==> src/rtl/phy_tx_pkg.sv <==
// Shared constants and helpers for the striped PHY transmitter.
// No logic: symbol defaults and a counter-width helper only.
// No handshake: nothing here carries backpressure.
package phy_tx_pkg;

  localparam logic [7:0] IDLE_DEF = 8'h7C;
  localparam logic [7:0] COM_DEF  = 8'hBC;

  // Width of a counter that must hold 0..n-1; never narrower than one bit.
  function automatic int unsigned cnt_w(input int unsigned n);
    return (n < 2) ? 1 : $clog2(n);
  endfunction

endpackage

==> src/rtl/phy_tx_serializer.sv <==
// One lane shifter: parallel-loads a symbol and shifts it out MSB first.
// Latency: the loaded MSB appears on msb the cycle after the load edge.
// No backpressure: load and shift are issued by the top-level bit counter.
module phy_tx_serializer #(
  parameter int unsigned WIDTH = 8
) (
  input  logic             clk_8f,
  input  logic             reset_L,
  input  logic             enable,
  input  logic             load,
  input  logic [WIDTH-1:0] load_word,
  input  logic             shift,
  output logic             msb
);

  logic [WIDTH-1:0] sr_q;
  logic [WIDTH-1:0] sr_d;

  // Next shift-register value: clear when idle, load at a slot boundary, else shift.
  always_comb begin
    sr_d = sr_q;
    if (!enable) begin
      sr_d = '0;
    end else if (load) begin
      sr_d = load_word;
    end else if (shift) begin
      sr_d = {sr_q[WIDTH-2:0], 1'b0};
    end
  end

  // Shift-register state; reset drops the partial symbol immediately.
  always_ff @(posedge clk_8f or negedge reset_L) begin
    if (!reset_L) begin
      sr_q <= '0;
    end else begin
      sr_q <= sr_d;
    end
  end

  assign msb = sr_q[WIDTH-1];

endmodule

==> src/rtl/phy_tx_striped.sv <==
// Multi-lane PHY transmitter: stripes a word stream round-robin over LANES serial lanes (COM insertion under PHY_TX_COM_EN).
// Latency: last word of a stripe reaches tx_out 1..WIDTH cycles after acceptance (plus one slot when a COM intervenes).
// Backpressure: ready_out drops once a full stripe is staged and recovers at the boundary that launches it.
module phy_tx_striped
  import phy_tx_pkg::*;
#(
  parameter int unsigned      LANES      = 2,
  parameter int unsigned      WIDTH      = 8,
  parameter logic [WIDTH-1:0] IDLE       = WIDTH'(IDLE_DEF),
  parameter logic [WIDTH-1:0] COM        = WIDTH'(COM_DEF),
  parameter int unsigned      COM_PERIOD = 16
) (
  input  logic             clk_8f,
  input  logic             reset_L,
  input  logic             enable,
  input  logic [WIDTH-1:0] data_in,
  input  logic             valid_in,
  output logic             ready_out,
  output logic [LANES-1:0] tx_out,
  output logic             word_start,
  output logic             sym_is_data
);

  localparam int unsigned CW = cnt_w(WIDTH);
  localparam int unsigned FW = cnt_w(LANES + 1);

  // Parameter sanity, caught at elaboration.
  if (LANES < 1) begin : g_chk_lanes
    $error("phy_tx_striped: LANES must be >= 1");
  end
  if (WIDTH < 2) begin : g_chk_width
    $error("phy_tx_striped: WIDTH must be >= 2");
  end
  if (COM_PERIOD < 2) begin : g_chk_period
    $error("phy_tx_striped: COM_PERIOD must be >= 2");
  end
  if (COM == IDLE) begin : g_chk_com
    $warning("phy_tx_striped: COM equals IDLE, alignment symbol is indistinguishable");
  end

  logic [CW-1:0]    bit_cnt_q, bit_cnt_d;
  logic [FW-1:0]    fill_cnt_q, fill_cnt_d;
  logic [WIDTH-1:0] staging_q [LANES];
  logic [WIDTH-1:0] staging_d [LANES];
  logic             word_start_q, word_start_d;
  logic             sym_is_data_q, sym_is_data_d;

  logic             boundary;
  logic             load_edge;
  logic             shift_en;
  logic             com_slot;
  logic             load_data;
  logic             accept;
  logic [WIDTH-1:0] lane_word [LANES];

`ifdef PHY_TX_COM_EN
  localparam int unsigned SW = cnt_w(COM_PERIOD);
  logic [SW-1:0] slot_cnt_q, slot_cnt_d;

  // Slot counter: parked on the last slot while disabled so the first slot out is COM.
  always_comb begin
    slot_cnt_d = slot_cnt_q;
    if (!enable) begin
      slot_cnt_d = SW'(COM_PERIOD - 1);
    end else if (boundary) begin
      slot_cnt_d = (slot_cnt_q == SW'(COM_PERIOD - 1)) ? '0 : slot_cnt_q + SW'(1);
    end
  end

  // Slot counter register.
  always_ff @(posedge clk_8f or negedge reset_L) begin
    if (!reset_L) begin
      slot_cnt_q <= SW'(COM_PERIOD - 1);
    end else begin
      slot_cnt_q <= slot_cnt_d;
    end
  end

  assign com_slot = (slot_cnt_q == SW'(COM_PERIOD - 1));
`else
  assign com_slot = 1'b0;
`endif

  assign boundary  = (bit_cnt_q == CW'(WIDTH - 1));
  assign load_edge = enable && boundary;
  assign shift_en  = enable && !boundary;
  // A stripe only launches when complete, so lanes never carry a partial stripe.
  assign load_data = load_edge && !com_slot && (fill_cnt_q == FW'(LANES));
  assign ready_out = enable && (fill_cnt_q < FW'(LANES));
  assign accept    = valid_in && ready_out;

  // Per-lane symbol for the next slot: COM, the staged stripe, or IDLE.
  always_comb begin
    for (int i = 0; i < LANES; i++) begin
      lane_word[i] = IDLE;
      if (com_slot) begin
        lane_word[i] = COM;
      end else if (load_data) begin
        lane_word[i] = staging_q[i];
      end
    end
  end

  // Bit counter, stripe staging and slot flags.
  always_comb begin
    bit_cnt_d     = bit_cnt_q;
    fill_cnt_d    = fill_cnt_q;
    word_start_d  = 1'b0;
    sym_is_data_d = sym_is_data_q;
    for (int i = 0; i < LANES; i++) begin
      staging_d[i] = staging_q[i];
    end
    if (!enable) begin
      // Park just before a boundary so re-enable starts a fresh slot.
      bit_cnt_d     = CW'(WIDTH - 1);
      sym_is_data_d = 1'b0;
    end else begin
      bit_cnt_d    = boundary ? '0 : bit_cnt_q + CW'(1);
      word_start_d = boundary;
      if (boundary) begin
        sym_is_data_d = load_data;
      end
      // accept cannot coincide with load_data: ready_out is low when the stripe is full.
      if (load_data) begin
        fill_cnt_d = '0;
      end else if (accept) begin
        fill_cnt_d = fill_cnt_q + FW'(1);
      end
      for (int i = 0; i < LANES; i++) begin
        if (accept && (fill_cnt_q == FW'(i))) begin
          staging_d[i] = data_in;
        end
      end
    end
  end

  // Control and staging registers; reset discards any staged words.
  always_ff @(posedge clk_8f or negedge reset_L) begin
    if (!reset_L) begin
      bit_cnt_q     <= CW'(WIDTH - 1);
      fill_cnt_q    <= '0;
      word_start_q  <= 1'b0;
      sym_is_data_q <= 1'b0;
      for (int i = 0; i < LANES; i++) begin
        staging_q[i] <= '0;
      end
    end else begin
      bit_cnt_q     <= bit_cnt_d;
      fill_cnt_q    <= fill_cnt_d;
      word_start_q  <= word_start_d;
      sym_is_data_q <= sym_is_data_d;
      for (int i = 0; i < LANES; i++) begin
        staging_q[i] <= staging_d[i];
      end
    end
  end

  for (genvar i = 0; i < LANES; i++) begin : g_lane
    phy_tx_serializer #(
      .WIDTH(WIDTH)
    ) u_ser (
      .clk_8f   (clk_8f),
      .reset_L  (reset_L),
      .enable   (enable),
      .load     (load_edge),
      .load_word(lane_word[i]),
      .shift    (shift_en),
      .msb      (tx_out[i])
    );
  end

  assign word_start  = word_start_q;
  assign sym_is_data = sym_is_data_q;

endmodule
==> config.mk <==
export PLATFORM = sky130hd
export DESIGN_NAME = phy_tx_striped
export DESIGN_NICKNAME = d
export VERILOG_FILES = /design/src/rtl/phy_tx_pkg.sv /design/src/rtl/phy_tx_serializer.sv /design/src/rtl/phy_tx_striped.sv
export SDC_FILE = /design/constraint.sdc
export NUM_CORES = 1
export LEC_CHECK = 0
export BUFFER_PORTS_ARGS = -buffer_cell sky130_fd_sc_hd__buf_2
export CORE_ASPECT_RATIO = 0.8
export CORE_UTILIZATION = 51
export DETAILED_ROUTE_END_ITERATION = 16
export PLACE_DENSITY = 0.73
export REMOVE_ABC_BUFFERS = 1
export SKIP_LAST_GASP = 1
export SLEW_MARGIN = 40
export SYNTH_ARGS = -nofsm -noshare
export SYNTH_HDL_FRONTEND = slang
export SYNTH_SLANG_ARGS = --single-unit
==> constraint.sdc <==
create_clock -name clk_8f -period 1.3 [get_ports clk_8f]
set_input_delay 0.26 -clock clk_8f [delete_from_list [all_inputs] [get_ports clk_8f]]
set_output_delay 0.26 -clock clk_8f [all_outputs]
set_load 0.03 [all_outputs]
==> flow_summary.html <==
<table>
<tr><th>Metric</th><th>Value</th></tr>
<tr><th colspan="2">Layout</th></tr>
<tr><td>Layout Cells excl Fill</td><td>208</td></tr>
<tr><td>Antenna cells</td><td>0</td></tr>
<tr><td>Final instance area</td><td>0.00218 sq mm</td></tr>
<tr><td>Layout cells sized above 1</td><td>47.0%</td></tr>
<tr><td>NumNets Final</td><td>181</td></tr>
<tr><td>Syn-to-layout area delta</td><td>31.6%</td></tr>
<tr><th colspan="2">Routing</th></tr>
<tr><td>Overall via count from detail_route</td><td>1134</td></tr>
<tr><td>Final routed wirelength across all metal layers</td><td>3280 um</td></tr>
<tr><td>Average routed wire per standard cell</td><td>15.8 um</td></tr>
<tr><td>Iteration-0 DRC count of the detailed router</td><td>99</td></tr>
<tr><td>Residual antenna-violating net count after detailed routing</td><td>0</td></tr>
<tr><td>Via-per-instance ratio</td><td>5.45</td></tr>
<tr><td>Remaining DRCs</td><td>1</td></tr>
<tr><td>Number of detailed-routing iterations run before antenna repair</td><td>10</td></tr>
<tr><th colspan="2">Placed design</th></tr>
<tr><td>Post-DP Area</td><td>0.00188 sq mm</td></tr>
<tr><td>Port-buffer cells</td><td>16</td></tr>
<tr><td>Placed cell count</td><td>192</td></tr>
<tr><td>Gpl congestion</td><td>0.727</td></tr>
<tr><td>Placement Setup Slack</td><td>-0.164 ns</td></tr>
<tr><td>Post-DP HPWL</td><td>2040 um</td></tr>
<tr><th colspan="2">Clock network</th></tr>
<tr><td>Total number of H-tree levels</td><td>2</td></tr>
<tr><td>Clock tree from TritonCTS</td><td>yes</td></tr>
<tr><td>CTS clock-pin slew for the worst setup and hold paths</td><td>0.08 ns</td></tr>
<tr><td>Clock tree buffer depth</td><td>2</td></tr>
<tr><td>Clk sinks</td><td>39</td></tr>
<tr><td>Number of buffers inserted during clock tree synthesis</td><td>5</td></tr>
<tr><td>Source-to-sink clock delay at the later pin of the worst-skew pair</td><td>0.29 ns</td></tr>
<tr><td>Clk root buf</td><td>sky130_fd_sc_hd__clkbuf_8</td></tr>
<tr><th colspan="2">Pwr</th></tr>
<tr><td>Cell Pwr Density</td><td>2030 mW/mm^2</td></tr>
<tr><td>Worst voltage drop across the vdd grid</td><td>1.10 mV</td></tr>
<tr><td>Sequential share of power</td><td>41.8%</td></tr>
<tr><td>Total Power Consumption</td><td>0.00442 W</td></tr>
<tr><td>Lkg Pwr</td><td>1.04 nW</td></tr>
<tr><td>Comb power frac</td><td>38.2%</td></tr>
<tr><td>Clock network power share</td><td>20.0%</td></tr>
<tr><td>Switching part of the total power</td><td>29.9%</td></tr>
<tr><td>Power Internal</td><td>0.00310 W</td></tr>
<tr><td>Switching power</td><td>0.00132 W</td></tr>
<tr><th colspan="2">Timing</th></tr>
<tr><td>PnR worst setup slack</td><td>-0.0695 ns</td></tr>
<tr><td>Min Clock Period, post-route</td><td>1.37 ns</td></tr>
<tr><td>Setup repair after global routing missed its margin</td><td>true</td></tr>
<tr><td>Worst-margin pin slew</td><td>0.235 ns</td></tr>
<tr><td>Max-slew violations</td><td>0</td></tr>
<tr><td>Max Clock Freq</td><td>0.730 GHz</td></tr>
<tr><td>Fin Setup TNS</td><td>-0.621 ns</td></tr>
<tr><td>Max-slew headroom at the worst pin</td><td>84.2%</td></tr>
<tr><td>Endpoints failing setup</td><td>23</td></tr>
<tr><td>Final hold viol count</td><td>0</td></tr>
<tr><td>Skew final</td><td>0.00679 ns</td></tr>
<tr><td>Final critical-path share of the clock period</td><td>105%</td></tr>
<tr><th colspan="2">Global route</th></tr>
<tr><td>Tot GR Track Use</td><td>20.7%</td></tr>
<tr><td>Antenna violations before repair</td><td>0</td></tr>
<tr><td>Wire length of the first global-routing pass</td><td>4980 um</td></tr>
<tr><td>Vias in the first global route</td><td>1154</td></tr>
<tr><td>Maximum number of pins on one net before global-route repair</td><td>40</td></tr>
<tr><td>GRT Residual Overflow</td><td>0</td></tr>
<tr><th colspan="2">Yosys</th></tr>
<tr><td>Cell with the most instances after synthesis</td><td>sky130_fd_sc_hd__dfrtp_1</td></tr>
<tr><td>Avg Cell Area, Syn</td><td>12.7 sq um</td></tr>
<tr><td>Cell type with the highest aggregate area in the netlist</td><td>sky130_fd_sc_hd__dfrtp_1</td></tr>
<tr><td>Post-synthesis cell area</td><td>0.00166 sq mm</td></tr>
<tr><td>Share of flip-flops with an asynchronous set or reset</td><td>100%</td></tr>
<tr><td>Synth top area cells</td><td>sky130_fd_sc_hd__dfrtp_1, sky130_fd_sc_hd__mux2_4, sky130_fd_sc_hd__mux2_2</td></tr>
<tr><td>Sequential cell area fraction in the yosys report</td><td>59.1%</td></tr>
<tr><td>Synthesized netlist cell count</td><td>130</td></tr>
<tr><td>Ys flop type</td><td>sky130_fd_sc_hd__dfrtp_1</td></tr>
<tr><td>Cell variety after synth</td><td>25</td></tr>
<tr><td>FF+latch count, synth</td><td>39</td></tr>
<tr><td>Most numerous cell types in the synthesized netlist</td><td>sky130_fd_sc_hd__dfrtp_1, sky130_fd_sc_hd__inv_1, sky130_fd_sc_hd__o21ai_0, sky130_fd_sc_hd__a31oi_1</td></tr>
<tr><td>Share of the synthesized area in the top cell type</td><td>54.4%</td></tr>
<tr><td>Number of synthesized flops with an enable pin</td><td>0</td></tr>
<tr><td>Total of warnings raised by yosys</td><td>0</td></tr>
<tr><th colspan="2">Setup path</th></tr>
<tr><td>Data required time of the worst path</td><td>1.53 ns</td></tr>
<tr><td>Data arrival time of the critical path</td><td>1.60 ns</td></tr>
<tr><td>CP Max Fanout</td><td>8</td></tr>
<tr><td>Element type at the critical path end</td><td>register</td></tr>
<tr><td>Launching element type of the critical path</td><td>register</td></tr>
<tr><td>Category of the critical setup timing path</td><td>reg2reg</td></tr>
<tr><th colspan="2">Outcome</th></tr>
<tr><td>Outcome</td><td>finished, violations left</td></tr>
<tr><td>Violations in the final reports</td><td>DRC, setup timing</td></tr>
<tr><th colspan="2">Floorplan</th></tr>
<tr><td>Starting density of the core</td><td>53.7%</td></tr>
<tr><td>Die H</td><td>53.0 um</td></tr>
<tr><td>Placeable core region</td><td>0.00309 sq mm</td></tr>
<tr><td>Horiz. Die Dim</td><td>65.7 um</td></tr>
<tr><td>Number of rows in the core area</td><td>18</td></tr>
<tr><td>Top-Level Pins</td><td>17</td></tr>
<tr><td>Die Footprint</td><td>0.00348 sq mm</td></tr>
<tr><th colspan="2">Job</th></tr>
<tr><td>Number of maximum-capacitance violations</td><td>0</td></tr>
<tr><th colspan="2">Min path</th></tr>
<tr><td>Type of the most critical hold path</td><td>in2reg</td></tr>
</table>
[stage by stage]
step | util (%) | hold WS (ns)
global placement | 60.8 | 0.239
finish | 70.6 | 0.212
global route | 70.6 | 0.202
CTS | 67.6 | 0.208
detailed placement | 60.8 | 0.242
floorplan | - | -0.0356
[worst paths after layout]
kind / start / end / slack [ns] / depth (start not counted)
setup / recovery: bit_cnt_q[0] / g_lane[1].u_ser.sr_q[0] / -0.07 / 5
hold / removal: data_in[4] / staging_q[12] / 0.21 / 2
setup reg to reg: bit_cnt_q[0] / g_lane[1].u_ser.sr_q[0] / -0.07 / 5
hold reg to reg: staging_q[4] / staging_q[4] / 0.51 / 1
max in group asynchronous: reset_L / bit_cnt_q[2] / 0.59 / 3
min in group asynchronous: reset_L / g_lane[0].u_ser.sr_q[6] / 0.46 / 3
[power groups by stage]
stage / combinational, W / sequential (W) / clock [W]
2_1_floorplan: 0.000733 / 0.00187 / 0
3_3_place_gp: 0.00126 / 0.00183 / 0
3_5_place_dp: 0.00133 / 0.00186 / 0
4_1_cts: 0.00153 / 0.00183 / 0.000902
5_1_grt: 0.00182 / 0.00189 / 0.000949
6_report: 0.00169 / 0.00185 / 0.000885
[what timing repair did]
action | in CTS | in global routing
endpoints found under the setup margin | 27 | 36
buffers inserted | 2 | 3
hold buffers | 1 | 0
pin swaps | 2 | 8
resized for setup | 15 | 14
cloned | 1 | 1
hold endpoints to repair | 36 | 0
[cell usage in the layout, fill, tap and decap left out, types with 2 or more instances in the layout]
cell / n
sky130_fd_sc_hd__buf_2: 15
sky130_fd_sc_hd__buf_12: 3
sky130_fd_sc_hd__mux2_4: 8
sky130_fd_sc_hd__mux2_2: 8
sky130_fd_sc_hd__nand2b_1: 4
sky130_fd_sc_hd__a21oi_1: 4
sky130_fd_sc_hd__o21ai_0: 7
sky130_fd_sc_hd__a31oi_1: 10
sky130_fd_sc_hd__dfstp_2: 3
sky130_fd_sc_hd__buf_4: 13
sky130_fd_sc_hd__inv_1: 13
sky130_fd_sc_hd__ha_4: 2
sky130_fd_sc_hd__buf_6: 7
sky130_fd_sc_hd__or2b_1: 2
sky130_fd_sc_hd__a21oi_2: 2
sky130_fd_sc_hd__clkbuf_8: 7
sky130_fd_sc_hd__o21ai_2: 3
sky130_fd_sc_hd__nand4b_1: 4
sky130_fd_sc_hd__nand3b_1: 2
sky130_fd_sc_hd__dfrtp_1: 36
[worst max-delay path, cell delays in order, from the launching register on]
cell,delay (ns)
sky130_fd_sc_hd__dfstp_2,0.55
sky130_fd_sc_hd__ha_4,0.13
sky130_fd_sc_hd__ha_4,0.19
sky130_fd_sc_hd__buf_12,0.13
sky130_fd_sc_hd__and2_4,0.15
sky130_fd_sc_hd__and3_4,0.16
[layer usage]
layer  share of wire, %  GRT usage, %  vias up
met4                1.3          8.33        0
met1                 45          22.7      589
met3                3.0          7.97        6
li1                   -             -      520
met2                 51          36.1       19
met5                  0             0        -
[cell type report]
class                           instances  area [sq um]
Clock buffer                            8           100
Fill cell                             211           906
Tap cell                               40          50.0
Timing Repair Buffer                   41           374
Multi-Input combinational cell         67           627
Inverter                               13          48.8
Sequential cell                        39           980
[cells by family (layout without fill, tap and decap cells)]
| group | Yosys count | count (layout) | synth area share, % |
|---|---|---|---|
| buffers and inverters | 24 | 62 | 7.48 |
| and+or+nand+nor | 20 | 20 | 9.36 |
| adders and majority gates | 2 | 2 | 1.51 |
| DFF | 39 | 39 | 59.1 |
| AOI/OAI and AO/OA | 28 | 28 | 9.29 |
| xor gates and xnor gates | 1 | 1 | 0.529 |
| muxes | 16 | 16 | 12.7 |
[flip-flops by register name (all words and copies together) (netlist names)]
register	cells
sym_is_data	1
g_lane.u_ser.sr_q	16
staging_q	16
bit_cnt_q	3
word_start	1
fill_cnt_q	2
(Power assumes the default switching activity.)
